[src/rtl/spc_link_decoder.sv]
// spc_link_decoder
// Passive decoder for the single-wire, open-drain, pulled-up link between the two
// AVR units. The raw wire is synchronised and glitch-filtered, then the widths of
// low and high pulses are measured in clk cycles. A long low pulse (break) opens a
// frame. Every following low pulse carries one data bit, MSB first: short lows
// decode as 1 and long lows decode as 0. Each completed byte is reported with a
// one-cycle strobe. An aborted partial byte is reported with a one-cycle error
// strobe.
//
// Pipeline from a raw line_in edge to a registered strobe:
//   2 synchroniser flops + GLITCH filter samples + 1 edge-detect cycle
//   = GLITCH+3 clk cycles.
//
// state_dbg mirrors the FSM state encoding:
//   0 IDLE, 1 LOW_SYNC, 2 GAP, 3 BIT_LOW

module spc_link_decoder #(
   parameter int CNT_W      = 16,
   parameter int GLITCH     = 2,
   parameter int BIT_THRESH = 64,
   parameter int BREAK_MIN  = 512,
   parameter int TIMEOUT    = 2048
) (
   input  logic             clk,
   input  logic             rst_n,
   input  logic             line_in,
   output logic [7:0]       byte_out,
   output logic             byte_valid,
   output logic             frame_err,
   output logic             busy,
   output logic [CNT_W-1:0] last_low,
   output logic [CNT_W-1:0] last_high,
   output logic [1:0]       state_dbg
);

   typedef enum logic [1:0] {
      IDLE     = 2'd0,
      LOW_SYNC = 2'd1,
      GAP      = 2'd2,
      BIT_LOW  = 2'd3
   } state_t;

   localparam int              FW        = (GLITCH > 1) ? $clog2(GLITCH) : 1;
   localparam logic [FW-1:0]   FLT_LAST  = FW'(GLITCH - 1);
   localparam logic [CNT_W-1:0] CNT_MAX  = '1;
   localparam logic [CNT_W-1:0] CNT_ONE  = CNT_W'(1);
   localparam logic [CNT_W-1:0] BRK_W    = CNT_W'(BREAK_MIN);
   localparam logic [CNT_W-1:0] THR_W    = CNT_W'(BIT_THRESH);
   localparam logic [CNT_W-1:0] TMO_W    = CNT_W'(TIMEOUT);

   // Input path
   logic          sync1;
   logic          sync2;
   logic          line_f;
   logic          line_f_q;
   logic          line_f_nxt;
   logic          flt_flip;
   logic [FW-1:0] flt_cnt;
   logic          fall;
   logic          rise;

   // Width counters
   logic [CNT_W-1:0] lo_cnt;
   logic [CNT_W-1:0] hi_cnt;

   // Frame state
   state_t     state;
   logic [2:0] bitcnt;
   logic [7:0] shreg;
   logic       bit_val;
   logic [7:0] shift_nxt;

   assign state_dbg = state;

   // Two-flop synchroniser. Anything other than a solid 0 (including z and x
   // from the open-drain wire) is read as the pulled-up idle level.
   always_ff @(posedge clk or negedge rst_n) begin
      if (!rst_n) begin
         sync1 <= 1'b1;
         sync2 <= 1'b1;
      end else begin
         sync1 <= (line_in === 1'b0) ? 1'b0 : 1'b1;
         sync2 <= sync1;
      end
   end

   // The filtered line flips once the synchronised line has disagreed with it
   // for GLITCH consecutive samples. Any agreeing sample restarts the run.
   assign flt_flip   = (sync2 != line_f) && (flt_cnt == FLT_LAST);
   assign line_f_nxt = flt_flip ? sync2 : line_f;

   // Glitch filter state and the one-cycle-delayed copy used for edge detection
   always_ff @(posedge clk or negedge rst_n) begin
      if (!rst_n) begin
         line_f   <= 1'b1;
         line_f_q <= 1'b1;
         flt_cnt  <= '0;
      end else begin
         line_f   <= line_f_nxt;
         line_f_q <= line_f;
         if ((sync2 == line_f) || flt_flip) begin
            flt_cnt <= '0;
         end else begin
            flt_cnt <= flt_cnt + 1'b1;
         end
      end
   end

   assign fall = line_f_q & ~line_f;
   assign rise = ~line_f_q & line_f;

   // Pulse-width counters. Each restarts at 1 on the edge that begins its level
   // and saturates instead of wrapping. It holds while the other level is
   // present, so at rise/fall it still holds the width of the pulse just ended.
   always_ff @(posedge clk or negedge rst_n) begin
      if (!rst_n) begin
         lo_cnt <= '0;
         hi_cnt <= '0;
      end else if (!line_f_nxt) begin
         if (line_f) begin
            lo_cnt <= CNT_ONE;
         end else if (lo_cnt != CNT_MAX) begin
            lo_cnt <= lo_cnt + 1'b1;
         end
      end else begin
         if (!line_f) begin
            hi_cnt <= CNT_ONE;
         end else if (hi_cnt != CNT_MAX) begin
            hi_cnt <= hi_cnt + 1'b1;
         end
      end
   end

   assign bit_val   = (lo_cnt < THR_W);
   assign shift_nxt = {shreg[6:0], bit_val};

   // Frame FSM with registered strobes, busy flag and last-width reports
   always_ff @(posedge clk or negedge rst_n) begin
      if (!rst_n) begin
         state      <= IDLE;
         bitcnt     <= '0;
         shreg      <= '0;
         byte_out   <= '0;
         byte_valid <= 1'b0;
         frame_err  <= 1'b0;
         busy       <= 1'b0;
         last_low   <= '0;
         last_high  <= '0;
      end else begin
         byte_valid <= 1'b0;
         frame_err  <= 1'b0;

         if (rise) begin
            last_low <= lo_cnt;
         end
         if (fall) begin
            last_high <= hi_cnt;
         end

         case (state)
            IDLE: begin
               if (fall) begin
                  state <= LOW_SYNC;
                  busy  <= 1'b1;
               end
            end

            LOW_SYNC: begin
               // A short low outside a frame is noise: drop it silently
               if (rise) begin
                  if (lo_cnt >= BRK_W) begin
                     state  <= GAP;
                     bitcnt <= '0;
                  end else begin
                     state <= IDLE;
                     busy  <= 1'b0;
                  end
               end
            end

            GAP: begin
               // A fall takes priority over a timeout in the same cycle
               if (fall) begin
                  state <= BIT_LOW;
               end else if (hi_cnt >= TMO_W) begin
                  state     <= IDLE;
                  busy      <= 1'b0;
                  frame_err <= (bitcnt != 3'd0);
                  bitcnt    <= '0;
               end
            end

            BIT_LOW: begin
               if (rise) begin
                  state <= GAP;
                  if (lo_cnt >= BRK_W) begin
                     // A break inside a frame restarts byte alignment
                     frame_err <= (bitcnt != 3'd0);
                     bitcnt    <= '0;
                  end else if (bitcnt == 3'd7) begin
                     byte_out   <= shift_nxt;
                     byte_valid <= 1'b1;
                     shreg      <= shift_nxt;
                     bitcnt     <= '0;
                  end else begin
                     shreg  <= shift_nxt;
                     bitcnt <= bitcnt + 3'd1;
                  end
               end
            end

            default: begin
               state <= IDLE;
               busy  <= 1'b0;
            end
         endcase
      end
   end

endmodule
[config.mk]
export PLATFORM = sky130hd
export DESIGN_NAME = spc_link_decoder
export DESIGN_NICKNAME = d
export VERILOG_FILES = /design/src/rtl/spc_link_decoder.sv
export SDC_FILE = /design/constraint.sdc
export NUM_CORES = 1
export LEC_CHECK = 0
export ABC_AREA = 1
export CAP_MARGIN = 25
export CORE_ASPECT_RATIO = 0.75
export CORE_UTILIZATION = 50
export CTS_BUF_LIST = sky130_fd_sc_hd__clkbuf_4 sky130_fd_sc_hd__clkbuf_8
export DETAILED_ROUTE_END_ITERATION = 16
export PLACE_DENSITY = 0.81
export SLEW_MARGIN = 5
export SYNTH_ARGS = -nofsm -noshare
export SYNTH_HDL_FRONTEND = slang
export SYNTH_SLANG_ARGS = --single-unit
[constraint.sdc]
create_clock -name clk -period 4.1 [get_ports clk]
set_input_delay 0.82 -clock clk [delete_from_list [all_inputs] [get_ports clk]]
set_output_delay 0.82 -clock clk [all_outputs]
set_load 0.005 [all_outputs]
==> reports/qor.txt <==
IO Count: 48
Hold WC Path Type: flip-flop to flip-flop
die footprint: 9608 um^2
worst r2r src: line_f
synthesized area per cell: 7.959 um^2
status: complete, no violations
commonest non-fill, non-tap cell in the layout: nand2_1
DRT iter0 DRCs: 389
most frequent cells in the layout: 188 x nand2_1, 88 x dfrtp_1, 55 x inv_1
global-route wire length before repair: 17440 um
most common flop cell mapped by yosys: dfrtp_1
R2R cell count: 6
final hold violations: 0
YS warnings: 0
via count: 3911
area of the core: 8708 um^2
Initial Utilization: 52.92%
CTS tree: yes
worst vdd ir: 300.9 uV
pin count of the biggest net entering global routing: 62
RD Place Congestion: 1.016
Root Driver: clkbuf_8
Post-synth ARST share: 100.0%
Initial DRT Pass Iterations: 5
highest clock rate: 0.4552 GHz
routed wire length: 10320 um
GRT overflow: 0
Yosys cell types: 29
hold path depth: 0
DR WL/cell: 14.00 um
Post-Place Setup Slack: 1944 ps
P&R area growth vs syn: 15.83%
Horiz. Die Dim: 112.9 um
# setup viols final: 0
worst min-delay path startpoint: sync1
worst-skew pair later-pin latency: 370 ps
RSZ-0062 raised after global routing: false
CTS Sinks: 92
# H-tree levels: 3
Mapped Cells: 579
reg-to-reg slack, setup: 1900 ps
Nets: 639
post-CTS setup buffers: 0
# rows: 29
share of post-route cells with drive strength above 1: 8.903%
WHS: 358.2 ps
vias in the first global route: 3643
Worst-path clk slew: 100 ps
Slew Viols, Final: 0
Synth top area share: 47.79%
drc violations: 0
Worst EP arrival: 2450 ps
Longest Clk Path Bufs: 2
fin worst setup slack: 1903 ps
critical-path maximum fanout: 33
EDFF count, synth: 0
Die H: 85.14 um
critical path type: flip-flop to flip-flop
setup TNS: 0 ps
Clock Skew: 12.85 ps
Port Buffers: 47
initial antenna violation count: 0
CP required: 4360 ps
post-DR vias/cell: 5.307
worst-margin pin slew: 756.9 ps
Final HPWL DP: 7324 um
reg2reg end: byte_out[6]
Synth area leader: dfrtp_1
post-route antenna net violation count: 0
syn_nets: 594
CTS Buf Count: 9
n_diodes: 0
period utilization: 53.58%
Mapped Area: 4608 um^2
#FFs+latches synth: 92
GRT Util Overall: 23.24%
Min-Delay Endpoint: sync2
sequential share of the synthesized area: 50.07%
Setup crit start kind: flip-flop
dominant cells by area after synthesis: dfrtp_1 48%, nand2_1 15%, nand3_1 5.2%
Max-Cap Viols: 0
Setup crit end kind: flip-flop
Slew headroom: 49.54%
fin crit period: 2197 ps
CTS resizes: 0
hold buffer count at CTS: 0
static leakage: 2.450 nW
power per standard cell area: 455.7 nW/um^2
==> logic make-up after synthesis <==
kind of cell | after synthesis | synth area share, %
AOI/OAI and AO/OA | 76 | 8.960
adders and majority gates | 12 | 3.258
and+or+nand+nor | 312 | 28.48
buffers and inverters | 77 | 7.168
xor gates and xnor gates | 7 | 1.330
muxes | 3 | 0.7330
DFF | 92 | 50.07
==> where the power goes <==
part | switching, W | leakage [nW] | internal [W] | total (W)
Clock | 0.000335 | 0.0984 | 0.000296 | 0.000631
Combinational | 0.000463 | 1.10 | 0.000220 | 0.000683
Sequential | 0.000116 | 1.25 | 0.00100 | 0.00112
==> worst max-delay path by stage <==
stage | start | endpoint | slack, ps
floorplan | lo_cnt[1] | lo_cnt[2] | 2550
global placement | line_f | byte_out[0] | 2030
detailed placement | line_f | byte_out[4] | 1940
CTS | state_dbg[0] | state_dbg[0] | 1910
global route | line_f | byte_out[0] | 1610
finish | line_f | byte_out[6] | 1900
==> sequential cells by signal, summed over array words and instances (netlist names) <==
register    cells
last_high      16
lo_cnt         16
bitcnt          3
line_f_q        1
last_low       16
frame_err       1
sync2           1
line_f          1
state_dbg       2
sync1           1
byte_out        8
busy            1
shreg           7
flt_cnt         1
hi_cnt         16
byte_valid      1
==> cells in the mapped netlist, types with 4 or more instances <==
master    instances
nand2_2           4
inv_2             6
nand2_1         188
xor2_1            7
clkbuf_1          7
dfrtp_1          88
ha_1             12
o21ai_1          39
o21ai_2           8
dfstp_2           4
nand4_1          11
o21ai_0          26
nand3_1          48
inv_1            55
nor2_2            5
nor2_1           48
==> layer usage <==
metal,global-route usage [%],routed length (um),vias to the layer above,part of all wire (%)
li1,-,-,1936,-
met1,33.15,4854,1809,47
met2,34.85,4585,146,44
met3,5.286,667,20,6.5
met4,8.732,210,0,2.0
met5,0,0,-,0
==> critical path, cell delays in order (launching register included) <==
cell and delay (ps):
dfstp_2 850, nand2_1 100, buf_4 240, nor2_1 190, nand3_1 420, nand2_1 190, o21ai_1 80
==> layout make-up <==
| class | count | area, um^2 |
|---|---|---|
| flip-flops and latches | 92 | 2307 |
| fillers | 767 | 3371 |
| inverters | 61 | 229.0 |
| clock inverters | 6 | 73.82 |
| multi-input cells | 410 | 1971 |
| repair buffers | 50 | 490.5 |
| clock buffers | 10 | 131.4 |
| well taps | 108 | 135.1 |
==> through the flow <==
stage	instances	utilization (%)	total power [W]	instance area [um^2]
4_1_cts	737	61.29	0.002453	5338
6_report	737	61.29	0.002432	5338
5_1_grt	737	61.29	0.002603	5338
2_1_floorplan	579	-	0.001646	4608
3_5_place_dp	721	58.94	0.001809	5132
3_3_place_gp	721	58.94	0.001781	5132
Power figures use the tool's default switching activity.
